--- config.mk ---
export PLATFORM = sky130hd
export DESIGN_NAME = proc_mngr_port
export DESIGN_NICKNAME = d
export VERILOG_FILES = /design/src/rtl/proc_mngr_port.sv
export SDC_FILE = /design/constraint.sdc
export NUM_CORES = 1
export LEC_CHECK = 0
export BUFFER_PORTS_ARGS = -buffer_cell sky130_fd_sc_hd__buf_2
export CAP_MARGIN = 20
export CORE_MARGIN = 2
export CORE_UTILIZATION = 50
export DETAILED_ROUTE_END_ITERATION = 10
export PLACE_DENSITY = 0.77
export SLEW_MARGIN = 30
export SYNTH_ARGS = -nofsm -noshare
export SYNTH_HDL_FRONTEND = slang
export SYNTH_SLANG_ARGS = --single-unit
--- constraint.sdc ---
create_clock -name clk -period 4.7 [get_ports clk]
set_input_delay 0.94 -clock clk [delete_from_list [all_inputs] [get_ports clk]]
set_output_delay 0.94 -clock clk [all_outputs]
set_load 0.03 [all_outputs]
--- src/rtl/proc_mngr_port.sv ---
// proc_mngr_port: processor-side endpoint of the manager channel pair.
// Inbound messages (mngr2proc) are buffered in a small FIFO and popped by a
// csrr of CSR_MNGR2PROC. Outbound messages are pushed into a second FIFO by a
// csrw of CSR_PROC2MNGR and drained over proc2mngr.
// Optional build macro: PROC_MNGR_STATS_EN adds the rx_count/tx_count
// handshake counters and their ports.
module proc_mngr_port #(
  parameter int          DEPTH         = 2,
  parameter logic [11:0] CSR_MNGR2PROC = 12'hFC0,
  parameter logic [11:0] CSR_PROC2MNGR = 12'h7C0
) (
  input  logic        clk,
  input  logic        rst,
  input  logic        mngr2proc_val,
  output logic        mngr2proc_rdy,
  input  logic [31:0] mngr2proc_msg,
  output logic        proc2mngr_val,
  input  logic        proc2mngr_rdy,
  output logic [31:0] proc2mngr_msg,
  input  logic        csr_req_val,
  input  logic        csr_req_wen,
  input  logic [11:0] csr_req_addr,
  input  logic [31:0] csr_req_wdata,
  output logic        csr_req_stall,
  output logic [31:0] csr_resp_rdata,
  output logic        csr_req_illegal
`ifdef PROC_MNGR_STATS_EN
  ,
  output logic [15:0] rx_count,
  output logic [15:0] tx_count
`endif
);

  localparam int         AW   = (DEPTH > 1) ? $clog2(DEPTH) : 1;
  localparam logic [AW:0] FULL = (AW + 1)'(DEPTH);
  localparam logic [AW:0] ONE  = (AW + 1)'(1);

  // Inbound FIFO state
  logic [31:0]   rx_mem_q [DEPTH];
  logic [AW-1:0] rx_rd_q, rx_wr_q;
  logic [AW:0]   rx_cnt_q;
  // Outbound FIFO state
  logic [31:0]   tx_mem_q [DEPTH];
  logic [AW-1:0] tx_rd_q, tx_wr_q;
  logic [AW:0]   tx_cnt_q;

  logic rx_empty, rx_full, tx_empty, tx_full;
  logic rx_push, rx_pop, tx_push, tx_pop;
  logic is_rd, is_wr;

  assign rx_empty = (rx_cnt_q == '0);
  assign rx_full  = (rx_cnt_q == FULL);
  assign tx_empty = (tx_cnt_q == '0);
  assign tx_full  = (tx_cnt_q == FULL);

  // Decode the X-stage CSR access; only the two supported directions are legal.
  assign is_rd = csr_req_val && !csr_req_wen && (csr_req_addr == CSR_MNGR2PROC);
  assign is_wr = csr_req_val &&  csr_req_wen && (csr_req_addr == CSR_PROC2MNGR);

  // Handshake-side outputs depend on registered occupancy only (and reset).
  assign mngr2proc_rdy = !rst && !rx_full;
  assign proc2mngr_val = !rst && !tx_empty;
  assign proc2mngr_msg = proc2mngr_val ? tx_mem_q[tx_rd_q] : 32'h0;

  assign rx_push = mngr2proc_val && mngr2proc_rdy;
  assign tx_pop  = proc2mngr_val && proc2mngr_rdy;
  assign rx_pop  = !rst && is_rd && !rx_empty;
  assign tx_push = !rst && is_wr && !tx_full;

  // CSR response: stall on empty/full, illegal for anything else, quiet when idle.
  always_comb begin
    csr_req_stall   = 1'b0;
    csr_req_illegal = 1'b0;
    csr_resp_rdata  = 32'h0;
    if (!rst && csr_req_val) begin
      if (is_rd) begin
        csr_req_stall  = rx_empty;
        csr_resp_rdata = rx_empty ? 32'h0 : rx_mem_q[rx_rd_q];
      end else if (is_wr) begin
        csr_req_stall = tx_full;
      end else begin
        csr_req_illegal = 1'b1;
      end
    end
  end

  // Message storage: plain arrays, written on push, no reset needed.
  always_ff @(posedge clk) begin
    if (rx_push) rx_mem_q[rx_wr_q] <= mngr2proc_msg;
    if (tx_push) tx_mem_q[tx_wr_q] <= csr_req_wdata;
  end

  // Inbound pointers and occupancy; pointers wrap since DEPTH is a power of two.
  always_ff @(posedge clk) begin
    if (rst) begin
      rx_rd_q  <= '0;
      rx_wr_q  <= '0;
      rx_cnt_q <= '0;
    end else begin
      if (rx_push) rx_wr_q <= rx_wr_q + 1'b1;
      if (rx_pop)  rx_rd_q <= rx_rd_q + 1'b1;
      if (rx_push && !rx_pop)      rx_cnt_q <= rx_cnt_q + ONE;
      else if (!rx_push && rx_pop) rx_cnt_q <= rx_cnt_q - ONE;
    end
  end

  // Outbound pointers and occupancy.
  always_ff @(posedge clk) begin
    if (rst) begin
      tx_rd_q  <= '0;
      tx_wr_q  <= '0;
      tx_cnt_q <= '0;
    end else begin
      if (tx_push) tx_wr_q <= tx_wr_q + 1'b1;
      if (tx_pop)  tx_rd_q <= tx_rd_q + 1'b1;
      if (tx_push && !tx_pop)      tx_cnt_q <= tx_cnt_q + ONE;
      else if (!tx_push && tx_pop) tx_cnt_q <= tx_cnt_q - ONE;
    end
  end

`ifdef PROC_MNGR_STATS_EN
  logic [15:0] rx_count_q, tx_count_q;
  assign rx_count = rx_count_q;
  assign tx_count = tx_count_q;

  // Handshake counters, free-running with natural 16-bit wrap.
  always_ff @(posedge clk) begin
    if (rst) begin
      rx_count_q <= 16'h0;
      tx_count_q <= 16'h0;
    end else begin
      if (rx_push) rx_count_q <= rx_count_q + 16'h1;
      if (tx_pop)  tx_count_q <= tx_count_q + 16'h1;
    end
  end
`endif

endmodule

# Word level (Yosys, flattened, before mapping)
# Memories as Yosys holds them, arrays and structs flattened. A register that Yosys moved wholly into a read port is not among the register bits.
# Index checks and enable logic that the tools add are counted.
# Widths: inputs -> output; s select.
dict set report classes {
  add_sub_neg 8
  n_mul 0
  div 0
  magnitude_cmp 0
  n_eq_ne 4
  n_shift 0
  mux 22
  bitwise 0
  n_reduce_logical 31
}
# cell count
set op_table {}
lappend op_table {{$mux 32} 4}
lappend op_table {{$logic_and 1x1->1} 17}
lappend op_table {{$mux 1} 14}
lappend op_table {{$eq 12x11->1 const B} 1}
lappend op_table {{$eq 12x12->1 const B} 1}
lappend op_table {{$logic_not 1->1} 10}
lappend op_table {{$mux 2} 4}
lappend op_table {{$add 1x1->1 const B} 4}
lappend op_table {{$add 2x1->2 const B} 2}
lappend op_table {{$eq 2x2->1 const B} 2}
lappend op_table {{$logic_not 2->1} 2}
lappend op_table {{$reduce_bool 2->1} 2}
lappend op_table {{$sub 2x1->2 const B} 2}
dict set report totals {
  register_bits 8
  latchBits 0
  mem_bits_rw 128
  mem_bits_ro 0
  input_bits 82
  output_inout_bits 68
  word_cells 73
  n_memories 2
}
# name words word_bits rd rd_ports_with_merged_regs write_ports line
set memory_table {}
lappend memory_table {rx_mem_q 2 32 1 1 1 39} ;# logic [31:0] rx_mem_q [DEPTH];
lappend memory_table {tx_mem_q 2 32 1 1 1 43} ;# logic [31:0] tx_mem_q [DEPTH];

# Depth between registers and ports, before layout
dict set report logic_depth {
  depth_word 8
  ltp_mapped 8
  ltp_nobuf 7
}

# Least setup slack after synthesis
# OpenSTA, ideal clock, no wires.
dict set report synth_path {
  kind {input to register}
  start {in csr_req_addr[1]}
  end {mem tx_mem_q[0][0], enable pin}
  setup_time_ns 0.425
  arrival_ns 3.482
  t_required_ns 4.275
  path_slack_ns 0.793
  path_stages 4
  path_buffers 0
  cell_sequence {or4_4 nor4_1 nor2b_1 nor2b_1}
}
dict set report synth_between {
  elab_chain_cells 6
}
# item line
set synth_rtl {}
lappend synth_rtl {{start, declared} 22} ;# input logic [11:0] csr_req_addr,
lappend synth_rtl {{$eq 12x11->1} 58} ;# assign is_wr = csr_req_val && csr_req_wen && (csr_req_addr == CSR_PROC2MNGR);
lappend synth_rtl {{$logic_and 1x1->1} 58}
lappend synth_rtl {{$logic_and 1x1->1 (2 in a row)} 68} ;# assign tx_push = !rst && is_wr && !tx_full;
lappend synth_rtl {{net tx_push} 48} ;# logic rx_push, rx_pop, tx_push, tx_pop;
lappend synth_rtl {{$mux 1} 90} ;# if (tx_push) tx_mem_q[tx_wr_q] <= csr_req_wdata;
lappend synth_rtl {{$mux 1 (not written as such)} 90}
lappend synth_rtl {{end, declared} 43}
# The timed path passes the listed nets, and every way through them passes these cells.

# Worst setup path in the final report
dict set report layout_path {
  start {in csr_req_addr[1]}
  end {out csr_resp_rdata[21]}
}
dict set report layout_between {
  elab_chain_cells 4
}
# item line
set layout_rtl {}
lappend layout_rtl {{$eq 12x12->1} 57} ;# assign is_rd = csr_req_val && !csr_req_wen && (csr_req_addr == CSR_MNGR2PROC);
lappend layout_rtl {{$logic_and 1x1->1} 57}
lappend layout_rtl {{$mux 32} 76} ;# if (is_rd) begin
lappend layout_rtl {{$mux 32} 75} ;# if (!rst && csr_req_val) begin
lappend layout_rtl {{end, declared} 25} ;# output logic [31:0] csr_resp_rdata,
# Every way passes these cells.

==> results.cfg <==
[floorplanning]
num_io_pins = 150
die_area_um2 = 11500
die_w_um = 107
num_rows = 37
die_y_um = 107
core_um2 = 10300
start_util_pct = 51.7

[synthesis]
synth_area_um2 = 5340
synthesis.nets = 419
yosys_warnings = 0
syn_avg_cell_area_um2 = 15.9
netlist-cell-type-count = 28
syn_inst = 335
yosys_register_bits = 138
yosysSeqAreaShare_pct = 75.8

[sta]
fin_crit_sh_pct = 84.8
setup_tns_ps = 0
min_period_ps = 3990
timing.hold.ws_ps = 497
relSlewSlack_pct = 62.7
fmax_ghz = 0.251
hold_viol = 0
worst_slew_pin_slew_ps = 559
grt_setup_unrepaired = no
finalSetupViolCount = 0
finalMaxSlewViolations = 0
skew_ps = 5.97

[power_and_ir_drop]
swShare_pct = 19.4
combPwrFrac_pct = 3.0
leakagePower_nw = 2.59
ir_worst_vdd_uv = 260
switchingPower_w = 0.000549
p_int_w = 0.00227
power_density_nw_per_um2 = 411
clkPwrFrac_pct = 48.3
seq_power_share_pct = 48.8

[clock_tree]
clk_latency_ps = 490
cts_buffer_depth = 2
post-cts-setup-buffers = 0
postCtsHoldBufs = 0
clk_pin_slew_ps = 60
clkSinkCount = 138
cts_buffers = 17
htree_levels = 4
cts.repair.resized = 0
cts_tree = yes
cts-root-buf = clkbuf_8

[global_route]
grt_pass1_wl_mm = 15.1
grt_pass1_vias = 3170
grt_util_all_layers_pct = 17.0
antenna_found_initial = 0
overflow = 0
grt_max_degree = 34

[critical_path]
arrival_ps = 3050
timing.rr.end = rx_mem_q[0][23]
crit_path_start = csr_req_addr[1]
startpoint_type = input pin
slowest_delay_ps = 530
critPathKind = in -> out
crit_path_top_delay_cell = or4_4
crit_buf_inv = 3
crit_path_cell_trace = buf_2 > or4_4 > nor4_1 > nand2_1 > buf_4 > nor2_1 > buf_2
end_kind = output pin
crit_cells = 7
rrSetupSlack_ps = 2710
endpoint = csr_resp_rdata[21]
worstReg2RegStart = rx_cnt_q[0]
cpMostUsedCell = buf_2
cp.required_ps = 3760
critPathMaxFanout = 25
path_delay_family = simple AND/OR/NAND/NOR gates
r2r_cells = 4

[cells_and_area]
num_antenna_cells = 0
final_cell_mix = buf_2 (149), edfxtp_1 (128), nor2_1 (71)
layout_commonest_cell = buf_2
final_area_um2 = 6870
nets = 578
area_growth_pct = 28.8
fin_util_pct = 66.5
filler_cell_count = 730
drive_gt1_share_pct = 38.1

[routing]
via_per_inst = 4.99
drt_pass1_iterations = 4
vias = 3209
ant_nets = 0
drt-total-wl_mm = 9.66
drt_iter0_drc = 171
drc = 0
wl_per_cell_um = 15.0

[hold_path]
worstHoldPathType = reg -> reg

[run]
maxCapViolations = 0

[placed_design]
placed_cell_area_um2 = 6250
place_hpwl_mm = 6.24
io_buffer_count = 149
finalWeightedCongestion = 0.712

[status]
status = complete, no violations
-- synthesized netlist by cell type --
| cell type | instances | area, um2 |
|---|---|---|
| clkbuf_1 | 9 | 33.8 |
| nand4bb_1 | 1 | 11.3 |
| o21bai_1 | 1 | 7.51 |
| a21oi_1 | 6 | 30.0 |
| o21ai_0 | 3 | 15.0 |
| or4_4 | 2 | 22.5 |
| nor4_1 | 1 | 6.26 |
| inv_1 | 3 | 11.3 |
| o32ai_1 | 1 | 8.76 |
| o31ai_1 | 1 | 7.51 |
| xor2_1 | 5 | 43.8 |
| ha_1 | 2 | 25.0 |
| or3_1 | 3 | 18.8 |
| edfxtp_1 | 128 | 3840 |
| a2111oi_0 | 1 | 8.76 |
| nor2b_1 | 3 | 18.8 |
| nor3b_1 | 1 | 7.51 |
| dfxtp_1 | 10 | 200 |
| xnor2_1 | 1 | 8.76 |
| nand4_1 | 1 | 6.26 |
| mux2i_1 | 64 | 641 |
| buf_1 | 6 | 22.5 |
| a211oi_1 | 1 | 7.51 |
| nand2_1 | 2 | 7.51 |
| nor2_1 | 71 | 267 |
| nand2b_1 | 4 | 25.0 |
| or3_4 | 1 | 11.3 |
| and2_1 | 3 | 18.8 |
-- state kept, by name (all words and copies together), names as in the netlist, named ones only --
| signal | cells |
|---|---|
| rx_mem_q | 64 |
| rx_rd_q | 1 |
| tx_rd_q | 1 |
| rx_cnt_q | 2 |
| tx_mem_q | 64 |
| rx_wr_q | 1 |
| tx_cnt_q | 2 |
| tx_wr_q | 1 |
-- layer usage --
metal | vias up | GRT usage (%) | part of all wire, %
met5 | - | 0 | 0
met4 | 0 | 5.01 | 0.46
met3 | 4 | 4.90 | 6.8
met2 | 126 | 26.5 | 47
met1 | 1526 | 23.5 | 46
li1 | 1553 | - | -
-- worst min-delay path by stage --
stage / slack [ps] / cells after the start / startpoint / endpoint
2_1_floorplan: 460 / 2 / rx_rd_q / rx_rd_q
3_3_place_gp: 480 / 2 / rx_rd_q / flop
3_5_place_dp: 490 / 2 / rx_rd_q / flop
4_1_cts: 500 / 2 / rx_rd_q / flop
5_1_grt: 510 / 2 / rx_rd_q / flop
6_report: 500 / 2 / rx_rd_q / flop
-- power groups by stage --
| stage | Combinational, W | Sequential [W] | Clock (W) |
|---|---|---|---|
| 2_1_floorplan | 0.0000315 | 0.00140 | 0 |
| 3_3_place_gp | 0.0000789 | 0.00140 | 0 |
| 3_5_place_dp | 0.0000833 | 0.00140 | 0 |
| 4_1_cts | 0.0000840 | 0.00138 | 0.00138 |
| 5_1_grt | 0.0000925 | 0.00138 | 0.00144 |
| 6_report | 0.0000834 | 0.00138 | 0.00136 |
-- per-stage QoR --
step	instances	setup slack (ps)	power, W
after floorplan	335	793	0.00143
after global placement	611	836	0.00148
after detailed placement	611	708	0.00149
after CTS	643	700	0.00284
after global routing	643	534	0.00291
final	643	713	0.00282
-- tightest hold or removal path, stage by stage (launching register included) --
cell and delay (ps):
dfxtp_1 310, o31ai_1 90, a21oi_1 60
-- logic make-up after synthesis --
kind of cell | count (synthesis) | synth area share (%)
multiplexers | 64 | 12.0
adder cells (fa/ha/maj) | 2 | 0.469
AND/OR/NAND/NOR | 93 | 7.88
XOR/XNOR | 6 | 0.985
AO/OA/AOI/OAI | 14 | 1.59
flip-flops | 138 | 75.8
buffers and inverters | 18 | 1.27
-- cell type report --
| class | count | area, um2 | area share [%] |
|---|---|---|---|
| flip-flops and latches | 138 | 4050 | 59.0 |
| clock buffers | 19 | 422 | 6.14 |
| clock inverters | 13 | 191 | 2.79 |
| inverters | 3 | 11.3 | 0.164 |
| repair buffers | 155 | 791 | 11.5 |
| well taps | 136 | 170 | 2.48 |
| multi-input cells | 179 | 1230 | 17.9 |
Note: power is estimated with default switching activity, not from simulation.
